--- src/rtl/spike_rate_encoder_if.sv ---
// Pixel stream in, spike bus out, for spike_rate_encoder.
// Handshake: a pixel moves on a rising clk edge where pixel_valid and pixel_ready are both 1;
// pixel_data must be stable while pixel_valid is 1, and pixel_ready never depends on pixel_valid.
interface spike_rate_encoder_if #(
  parameter int NUM_INPUTS  = 4,
  parameter int PIXEL_WIDTH = 8
);
  logic                   pixel_valid;
  logic                   pixel_ready;
  logic [PIXEL_WIDTH-1:0] pixel_data;
  logic                   start;
  logic                   busy;
  logic [NUM_INPUTS-1:0]  spike_out;
  logic                   spike_valid;
  logic                   neuron_rst;
  logic                   done;

  modport slave (
    input  pixel_valid, pixel_data, start,
    output pixel_ready, busy, spike_out, spike_valid, neuron_rst, done
  );

  modport master (
    output pixel_valid, pixel_data, start,
    input  pixel_ready, busy, spike_out, spike_valid, neuron_rst, done
  );
endinterface

--- src/rtl/spike_rate_encoder.sv ---
// Rate encoder: buffers NUM_INPUTS pixels, then emits NUM_STEPS spike vectors per start.
// Define SPIKE_ENC_DETERMINISTIC_EN for phase-accumulator spikes instead of LFSR comparison.
module spike_rate_encoder #(
  parameter int          NUM_INPUTS  = 4,
  parameter int          PIXEL_WIDTH = 8,
  parameter int          NUM_STEPS   = 16,
  parameter logic [15:0] LFSR_SEED   = 16'hACE1
) (
  input  logic                clk,
  input  logic                rst,
  spike_rate_encoder_if.slave bus,
  output logic [2:0]          state_dbg,
  output logic [15:0]         lfsr_dbg
);

  localparam int IDX_W  = (NUM_INPUTS > 1) ? $clog2(NUM_INPUTS) : 1;
  localparam int STEP_W = (NUM_STEPS > 1) ? $clog2(NUM_STEPS) : 1;
  localparam logic [15:0] SEED = (LFSR_SEED == 16'h0000) ? 16'h0001 : LFSR_SEED;

  // Encoding is visible on state_dbg: IDLE=0 LOAD=1 ARMED=2 RUN=3 DONE=4.
  typedef enum logic [2:0] {
    S_IDLE  = 3'd0,
    S_LOAD  = 3'd1,
    S_ARMED = 3'd2,
    S_RUN   = 3'd3,
    S_DONE  = 3'd4
  } state_t;

  state_t                 state_q, state_d;
  logic [IDX_W-1:0]       idx_q;
  logic [STEP_W-1:0]      step_q;
  logic [15:0]            lfsr_q, lfsr_next;
  logic [PIXEL_WIDTH-1:0] pix_buf [NUM_INPUTS];
  logic [NUM_INPUTS-1:0]  spike_d, spike_q;
  logic                   spike_valid_q, neuron_rst_q, done_q;
  logic                   xfer, last_xfer, launch, last_step, fire;

  assign xfer      = bus.pixel_valid && bus.pixel_ready;
  assign last_xfer = xfer && (idx_q == IDX_W'(NUM_INPUTS - 1));
  assign launch    = (state_q == S_ARMED) && bus.start;
  assign last_step = (step_q == STEP_W'(NUM_STEPS - 1));
  // The first spike is issued on the start edge so it lines up with neuron_rst.
  assign fire      = launch || ((state_q == S_RUN) && !last_step);
  assign lfsr_next = {lfsr_q[14:0], lfsr_q[15] ^ lfsr_q[13] ^ lfsr_q[12] ^ lfsr_q[10]};

  always_ff @(posedge clk) begin
    if (rst) state_q <= S_IDLE;
    else     state_q <= state_d;
  end

  always_comb begin
    state_d         = state_q;
    bus.pixel_ready = 1'b0;
    bus.busy        = 1'b1;
    case (state_q)
      S_IDLE: begin
        bus.pixel_ready = 1'b1;
        bus.busy        = 1'b0;
        if (xfer) state_d = last_xfer ? S_ARMED : S_LOAD;
      end
      S_LOAD: begin
        bus.pixel_ready = 1'b1;
        if (last_xfer) state_d = S_ARMED;
      end
      S_ARMED: if (bus.start) state_d = S_RUN;
      S_RUN:   if (last_step) state_d = S_DONE;
      S_DONE:  state_d = S_IDLE;
      default: state_d = S_IDLE;
    endcase
  end

`ifdef SPIKE_ENC_DETERMINISTIC_EN
  logic [PIXEL_WIDTH-1:0] acc_q [NUM_INPUTS];
  logic [PIXEL_WIDTH:0]   sum   [NUM_INPUTS];

  for (genvar i = 0; i < NUM_INPUTS; i++) begin : g_acc
    assign sum[i]     = {1'b0, launch ? PIXEL_WIDTH'(0) : acc_q[i]} + {1'b0, pix_buf[i]};
    assign spike_d[i] = sum[i][PIXEL_WIDTH];
  end

  always_ff @(posedge clk) begin
    if (rst) begin
      for (int i = 0; i < NUM_INPUTS; i++) acc_q[i] <= '0;
    end else if (fire) begin
      for (int i = 0; i < NUM_INPUTS; i++) acc_q[i] <= sum[i][PIXEL_WIDTH-1:0];
    end
  end
`else
  // Each input sees the LFSR rotated by its index, so inputs are decorrelated per step.
  function automatic logic [PIXEL_WIDTH-1:0] rnd_bits(input logic [15:0] x, input int k);
    return PIXEL_WIDTH'((x << k) | (x >> (16 - k)));
  endfunction

  for (genvar i = 0; i < NUM_INPUTS; i++) begin : g_cmp
    assign spike_d[i] = rnd_bits(lfsr_q, i % 16) < pix_buf[i];
  end
`endif

  always_ff @(posedge clk) begin
    if (rst) begin
      idx_q         <= '0;
      step_q        <= '0;
      lfsr_q        <= SEED;
      spike_q       <= '0;
      spike_valid_q <= 1'b0;
      neuron_rst_q  <= 1'b0;
      done_q        <= 1'b0;
      for (int i = 0; i < NUM_INPUTS; i++) pix_buf[i] <= '0;
    end else begin
      neuron_rst_q  <= launch;
      done_q        <= (state_q == S_RUN) && last_step;
      spike_valid_q <= fire;
      spike_q       <= fire ? spike_d : '0;
      if (xfer) idx_q <= last_xfer ? '0 : idx_q + IDX_W'(1);
      for (int i = 0; i < NUM_INPUTS; i++) begin
        if (xfer && (idx_q == IDX_W'(i))) pix_buf[i] <= bus.pixel_data;
      end
      if (launch)                                step_q <= '0;
      else if ((state_q == S_RUN) && !last_step) step_q <= step_q + STEP_W'(1);
      if (fire) lfsr_q <= lfsr_next;
    end
  end

  assign bus.spike_out   = spike_q;
  assign bus.spike_valid = spike_valid_q;
  assign bus.neuron_rst  = neuron_rst_q;
  assign bus.done        = done_q;
  assign state_dbg       = state_q;
  assign lfsr_dbg        = lfsr_q;

endmodule

--- src/flat_wrapper.sv ---
// flat-port wrapper written by rule: the top's interface ports become plain ports
module spike_rate_encoder_flat 
#(
  parameter int          NUM_INPUTS  = 4,
  parameter int          PIXEL_WIDTH = 8,
  parameter int          NUM_STEPS   = 16,
  parameter logic [15:0] LFSR_SEED   = 16'hACE1
)
  (clk, rst, state_dbg, lfsr_dbg, bus_pixel_valid, bus_pixel_data, bus_start, bus_pixel_ready, bus_busy, bus_spike_out, bus_spike_valid, bus_neuron_rst, bus_done);
  spike_rate_encoder_if #(.NUM_INPUTS(NUM_INPUTS), .PIXEL_WIDTH(PIXEL_WIDTH)) bus_i ();
  input  logic clk;
  input  logic rst;
  output logic [2:0] state_dbg;
  output logic [15:0] lfsr_dbg;
  input wire logic [$bits(bus_i.pixel_valid)-1:0] bus_pixel_valid;
  input wire logic [$bits(bus_i.pixel_data)-1:0] bus_pixel_data;
  input wire logic [$bits(bus_i.start)-1:0] bus_start;
  output wire logic [$bits(bus_i.pixel_ready)-1:0] bus_pixel_ready;
  output wire logic [$bits(bus_i.busy)-1:0] bus_busy;
  output wire logic [$bits(bus_i.spike_out)-1:0] bus_spike_out;
  output wire logic [$bits(bus_i.spike_valid)-1:0] bus_spike_valid;
  output wire logic [$bits(bus_i.neuron_rst)-1:0] bus_neuron_rst;
  output wire logic [$bits(bus_i.done)-1:0] bus_done;
  assign bus_i.pixel_valid = bus_pixel_valid;
  assign bus_i.pixel_data = bus_pixel_data;
  assign bus_i.start = bus_start;
  assign bus_pixel_ready = bus_i.pixel_ready;
  assign bus_busy = bus_i.busy;
  assign bus_spike_out = bus_i.spike_out;
  assign bus_spike_valid = bus_i.spike_valid;
  assign bus_neuron_rst = bus_i.neuron_rst;
  assign bus_done = bus_i.done;
  spike_rate_encoder #(.NUM_INPUTS(NUM_INPUTS), .PIXEL_WIDTH(PIXEL_WIDTH), .NUM_STEPS(NUM_STEPS), .LFSR_SEED(LFSR_SEED)) u_core (.clk(clk), .rst(rst), .bus(bus_i), .state_dbg(state_dbg), .lfsr_dbg(lfsr_dbg));
endmodule
--- config.mk ---
export PLATFORM = sky130hd
export DESIGN_NAME = spike_rate_encoder_flat
export DESIGN_NICKNAME = d
export VERILOG_FILES = /design/src/rtl/spike_rate_encoder_if.sv /design/src/rtl/spike_rate_encoder.sv /design/src/flat_wrapper.sv
export SDC_FILE = /design/constraint.sdc
export NUM_CORES = 1
export LEC_CHECK = 0
export ABC_AREA = 1
export CAP_MARGIN = 15
export CORE_UTILIZATION = 45
export CTS_CLUSTER_SIZE = 12
export DETAILED_ROUTE_END_ITERATION = 10
export GPL_TIMING_DRIVEN = 0
export HOLD_SLACK_MARGIN = 0.08
export PLACE_DENSITY = 0.67
export SLEW_MARGIN = 0
export SYNTH_ARGS = -nofsm -noshare
export SYNTH_HDL_FRONTEND = slang
export SYNTH_SLANG_ARGS = --single-unit
--- constraint.sdc ---
create_clock -name clk -period 3.53 [get_ports clk]
set_clock_uncertainty 0.15 [all_clocks]
set_input_delay 0.706 -clock clk [delete_from_list [all_inputs] [get_ports clk]]
set_output_delay 0.706 -clock clk [all_outputs]
set_load 0.005 [all_outputs]
==> metrics.txt, run 1 <==
status=complete, no violations; most frequent cell after synthesis=nor2_1; M3 GR Usage=2.64%; top cells by count, synth=56 x nor2_1, 52 x inv_1, 46 x nand2_1, 33 x ha_1; total power=2.77 mW; initial antenna violation count=0; latest clock arrival within the worst-skew pair=340 ps; Worst Setup Path Type=flip-flop to output port; Final min period=2450 ps; Fin. Hold Viols=0; Max-Cap Viols=0; met1 usage=around a quarter; initial DRC count=164; period utilization=approximately 69%; asr flop ratio synth=0%; Max H-tree Level=3; ANT cells=0; width of the die=88.2 um; Worst-path clk slew=roughly 80 ps; critical path peak fanout=7; Initial Utilization=a little under half; number of cell rows=31; FF/Latch Area=roughly 0.0016 mm2; die area=approximately 0.008 mm2; drt pass-1 iters=4; cell count after synthesis=around 370; post-cts resize count=0; M2 GR Usage=29.3%; I/O Buffers=39; WP data required=2670 ps; Critical Path Start Type=flip-flop; largest net degree at the start of global routing=13; Post-Synthesis Net Count=411; worst-margin pin slew=439 ps; flop-to-flop setup slack=1800 ps; clock buffer count from CTS=9; routability cong.=around 0.80; Peak VDD IR=0.000209 V; Total Routing Usage GR=18.0%; Avg Vias per Cell=roughly 4.8; global-route wire length before repair=10,400 um; top cells by area, synth=edfxtp_1 29%, dfxtp_1 19%, ha_1 12%; CP endpoint kind=output port; area of the multi-input gates=around 0.0014 mm2; vias in the first global route=2,211; layout cells sized above 1=between 10% and 20%; CTS max path bufs=2; Mean Syn Cell Area=9.13 um2; static leakage=1.82 nW; total negative slack=0 ps; Die Ht=88.2 um; Core Region=0.00721 mm2; # IOs=40; final setup violation count=0; post-synth top area cell=edfxtp_1; hold slack=346 ps; area of the mapped netlist=0.00334 mm2; crit path DAT=1590 ps; CTS tree=done; Pwr Density=680 mW/mm2; number of synthesized flops with an enable pin=32; CTS root buf=clkbuf_8; Yosys reg bits=64; CTS Hold Buffers Added=0; Clock Sinks=64; RSZ-0062 raised after global routing=no; GR Overflow Total=0; Final HPWL DP=4800 um; Max Clk Rate=408 MHz; Hold Path Class=flip-flop to flip-flop; post-synthesis sequential area ratio=47.9%; Yosys cell types=31; GR peak layer=met2; Post-CTS Repair Setup Buffers=0; wire per inst=12.7 um; P&R area growth vs syn=22.0%; Synth top area share=28.8%; Remaining DRCs=0; total number of vias=2,474; Max-Slew Margin vs Limit=70.7%; Synth warnings=0; Primary FF master, synth=edfxtp_1; Final Core Density=56.5%; Detailed Route WL=6610 um; Final Net Count=~460; Antenna Nets Post-Route=0; fin. max-slew vios=0; fillers=654
-- logic make-up (layout without fill, tap and decap cells) --
family / after synthesis / in the layout / share of synthesized area [%]
flops: 64 / 64 / 47.9
buf+inv: 77 / 132 / 11.5
fa+ha+maj: 33 / 33 / 12.4
xor+xnor: 4 / 4 / 1.05
simple gates: 148 / 148 / 21.0
compound gates: 40 / 40 / 6.14
-- per-layer routing --
layer	up-vias	part of all wire (%)
li1	1290	-
met1	1123	48
met2	56	47
met3	5	4.3
met4	0	1.3
met5	-	0
-- power breakdown --
group          total, mW  internal (mW)  switching [mW]
Combinational       1.01          0.521           0.488
Sequential          1.06          0.924           0.140
Clock              0.700          0.401           0.299
-- cells in the final DEF (no fill, tap or decap), types with 2 or more instances in the layout --
cell / Yosys / final
nor2_1: 56 / 56
inv_1: 52 / 52
nand2_1: 46 / 46
clkdlybuf4s50_1: 0 / 39
ha_1: 33 / 33
dfxtp_1: 32 / 32
edfxtp_1: 32 / 32
a21oi_1: 24 / 24
nand3_1: 17 / 17
buf_4: 15 / 15
nand4_1: 9 / 9
clkbuf_8: 0 / 9
o21ai_1: 8 / 8
o21ai_0: 6 / 6
nand3b_1: 5 / 5
nand3_2: 4 / 4
buf_6: 3 / 3
clkinv_4: 0 / 3
nor2_4: 2 / 2
inv_2: 2 / 2
buf_2: 2 / 2
nand2_4: 2 / 2
nor3_1: 2 / 2
nor2_2: 2 / 2
clkbuf_1: 1 / 2
xnor2_1: 2 / 2
xor2_1: 2 / 2
bufinv_16: 0 / 2
-- metrics by stage --
step	worst slack [ps]	cells	area (um2)
finish	1080	520	4080
global route	952	520	4080
CTS	1070	520	4080
detailed placement	726	504	3860
global placement	729	504	3860
floorplan	1670	366	3340
-- registers in the layout, summed over array words and instances, names as in the netlist --
register and count:
u_core.idx_q 2, u_core.lfsr_dbg 16, u_core.state_dbg 3, u_core.bus.done 1, u_core.step_q 4, u_core.bus.neuron_rst 1, u_core.bus.spike_valid 1, u_core.pix_buf 32
u_core.bus.spike_out 4
-- worst max-delay path, stage by stage (launching register included) --
cell	delay (ps)
dfxtp_1	520
inv_2	150
nand2_1	100
clkdlybuf4s50_1	490
-- cell type report --
cell class / count / area share [%]
multi-input combinational: 225 / 33.3
clock inverter: 6 / 2.30
timing repair buffer: 39 / 9.57
inverter: 55 / 5.12
sequential: 64 / 39.3
clock buffer: 10 / 3.13
tap: 99 / 3.04
buffer: 22 / 4.30
-- path summary, 6_finish.rpt --
kind	start	to	cells after the start
max	u_core.state_dbg[2]$_SDFFE_PP0P_	bus_busy	3
min	u_core.lfsr_dbg[11]$_SDFFE_PP1N_	u_core.lfsr_dbg[11]$_SDFFE_PP1N_	2
max reg2reg	u_core.state_dbg[1]$_SDFFE_PP0P_	u_core.pix_buf[0][0]$_SDFFCE_PN0P_	6
min reg2reg	u_core.lfsr_dbg[11]$_SDFFE_PP1N_	u_core.lfsr_dbg[11]$_SDFFE_PP1N_	2
Power figures use the tool's default switching activity.
==> run 2: changes to the inputs <==
Settings changed: PLACE_DENSITY 0.67 to 0.69.
Clock period 3.53 ns to 2.2 ns, I/O delays scaled along.
==> metrics.txt, run 2 (same netlist as run 1, synthesis figures left out) <==
crit-path cells=buf_6, nor2_1, nand2_1, clkdlybuf4s50_1; flop-to-flop setup slack=560 ps; fin. max-slew vios=0; Worst-path clk slew=about 70 ps; combinational fraction of design power=38.3%; total number of vias=2,469; WP data required=1610 ps; CP top delay family=buffers and inverters; critical path peak fanout=9; latest clock arrival within the worst-skew pair=340 ps; Core Region=0.00721 mm2; max reg flops=32; Worst Setup SP=u_core.state_dbg[1]$_SDFFE_PP0P_; Max Clk Rate=476 MHz; end of the critical path=bus_busy; number of cell rows=31; hold slack=341 ps; Remaining DRCs=0; drt pass-1 iters=4; Worst R2R End=u_core.pix_buf[1][0]$_SDFFCE_PN0P_; CTS max path bufs=2; RSZ-0062 raised after global routing=no; status=complete, no violations; post-route setup slack=99.3 ps; worst-margin pin slew=around 420 ps; fillers=650; Final Core Density=a little under three fifths; routability cong.=between 0.8 and 0.9; crit-path max cell delay=roughly 450 ps; Worst Setup Path Type=flip-flop to output port; Psw=1.46 mW; Final min period=about 2100 ps; total power=between 4 and 5 mW; most frequent cells in the layout=56 x nor2_1, 52 x inv_1, 43 x nand2_1; global-route wire length before repair=10,200 um; CTS tree=done; Final HPWL DP=4710 um; wire per inst=12.0 um; Detailed Route WL=6240 um; post-cts resize count=0; layout cells sized above 1=12.8%; R2R cell count=6; period utilization=95.5%; worst r2r src=u_core.state_dbg[1]$_SDFFE_PP0P_; Critical Path Start Type=flip-flop; Internal Power=2.72 mW; most common cell after layout, fill and taps aside=nor2_1; Peak VDD IR=between 0.0003 and 0.0004 V; Top reg by flops=u_core.pix_buf; ANT cells=0; GR Overflow Total=0; P&R area growth vs syn=20.8%; Avg Vias per Cell=4.75; final setup violation count=0; static leakage=around 1.8 nW; Max H-tree Level=3; Critical-path top delay cell=clkdlybuf4s50_1; Critical Path Stages=4; clock buffer count from CTS=9; Initial Utilization=46.3%; largest net degree at the start of global routing=13; initial DRC count=126; Max-Cap Viols=0; Antenna Nets Post-Route=0; Fin. Hold Viols=0; pre-CTS setup slack=-354 ps; Clk pwr share=a little over a fifth; crit path DAT=1510 ps; CTS Hold Buffers Added=0; Sw Ratio=34.9%; CP endpoint kind=output port; Buf/Inv on CP=2; Total Routing Usage GR=17.6%; vias in the first global route=2,141; sequential power share=around two fifths; Post-CTS Repair Setup Buffers=0; width of the die=~90 um; Hold Path Class=flip-flop to flip-flop; Placed Area=0.00386 mm2; CTS root buf=clkbuf_8; Clock Sinks=64; Final Net Count=461; Max-Slew Margin vs Limit=71.9%; I/O Buffers=39; Die Ht=88.2 um; final instance area=0.00404 mm2; # IOs=40; die area=0.00777 mm2; Pwr Density=1040 mW/mm2; initial antenna violation count=0
==> run 2: how the worst min path moves through the flow <==
| stage | startpoint | end | slack [ps] | cells past startpoint |
|---|---|---|---|---|
| final | u_core.lfsr_dbg[11]$_SDFFE_PP1N_ | u_core.lfsr_dbg[11]$_SDFFE_PP1N_ | 340 | 2 |
| after detailed placement | u_core.step_q[3]$_SDFFE_PP0P_ | u_core.step_q[3]$_SDFFE_PP0P_ | 330 | 1 |
| after floorplan | u_core.lfsr_dbg[11]$_SDFFE_PP1N_ | u_core.lfsr_dbg[11]$_SDFFE_PP1N_ | 300 | 2 |
| after global placement | u_core.lfsr_dbg[11]$_SDFFE_PP1N_ | u_core.lfsr_dbg[11]$_SDFFE_PP1N_ | 320 | 2 |
| after global routing | u_core.step_q[1]$_SDFFE_PP0P_ | u_core.step_q[1]$_SDFFE_PP0P_ | 360 | 2 |
| after CTS | u_core.lfsr_dbg[11]$_SDFFE_PP1N_ | u_core.lfsr_dbg[11]$_SDFFE_PP1N_ | 350 | 2 |
==> run 2: layout make-up <==
type	instances	area, um2	share of cell area, %
Tap cell	99	124	3.07
Timing Repair Buffer	39	390	9.67
Buffer	22	175	4.34
Clock inverter	7	47.5	1.18
Inverter	55	209	5.18
Sequential cell	64	1600	39.7
Multi-Input combinational cell	225	1360	33.8
Clock buffer	9	124	3.07
==> run 2: metrics by stage <==
stage,setup TNS [ps],instances
global placement,-8410,504
finish,0,520
global route,0,520
floorplan,0,366
CTS,0,520
detailed placement,-8980,504
==> run 2: power groups by stage <==
| stage | combinational (mW) | clock (mW) | sequential (mW) |
|---|---|---|---|
| CTS | 1.62 | 0.889 | 1.71 |
| global route | 1.82 | 0.930 | 1.74 |
| floorplan | 1.09 | 0 | 1.66 |
| detailed placement | 1.61 | 0 | 1.73 |
| global placement | 1.56 | 0 | 1.73 |
| finish | 1.60 | 0.875 | 1.71 |
==> run 2: worst reg2reg max path, cell delays in order (launching register included) <==
cell and delay, ps:
dfxtp_1 330, buf_6 150, nor2_4 120, nand2_1 130
inv_2 170, nand2_1 80, nand2_2 190
==> run 2: per-layer routing <==
layer	global-route usage [%]	up-vias	wire, um
met4	9.24	0	110
met2	27.7	51	2990
met1	23.4	1122	2940
met5	0	-	0
li1	-	1289	-
met3	2.54	7	208
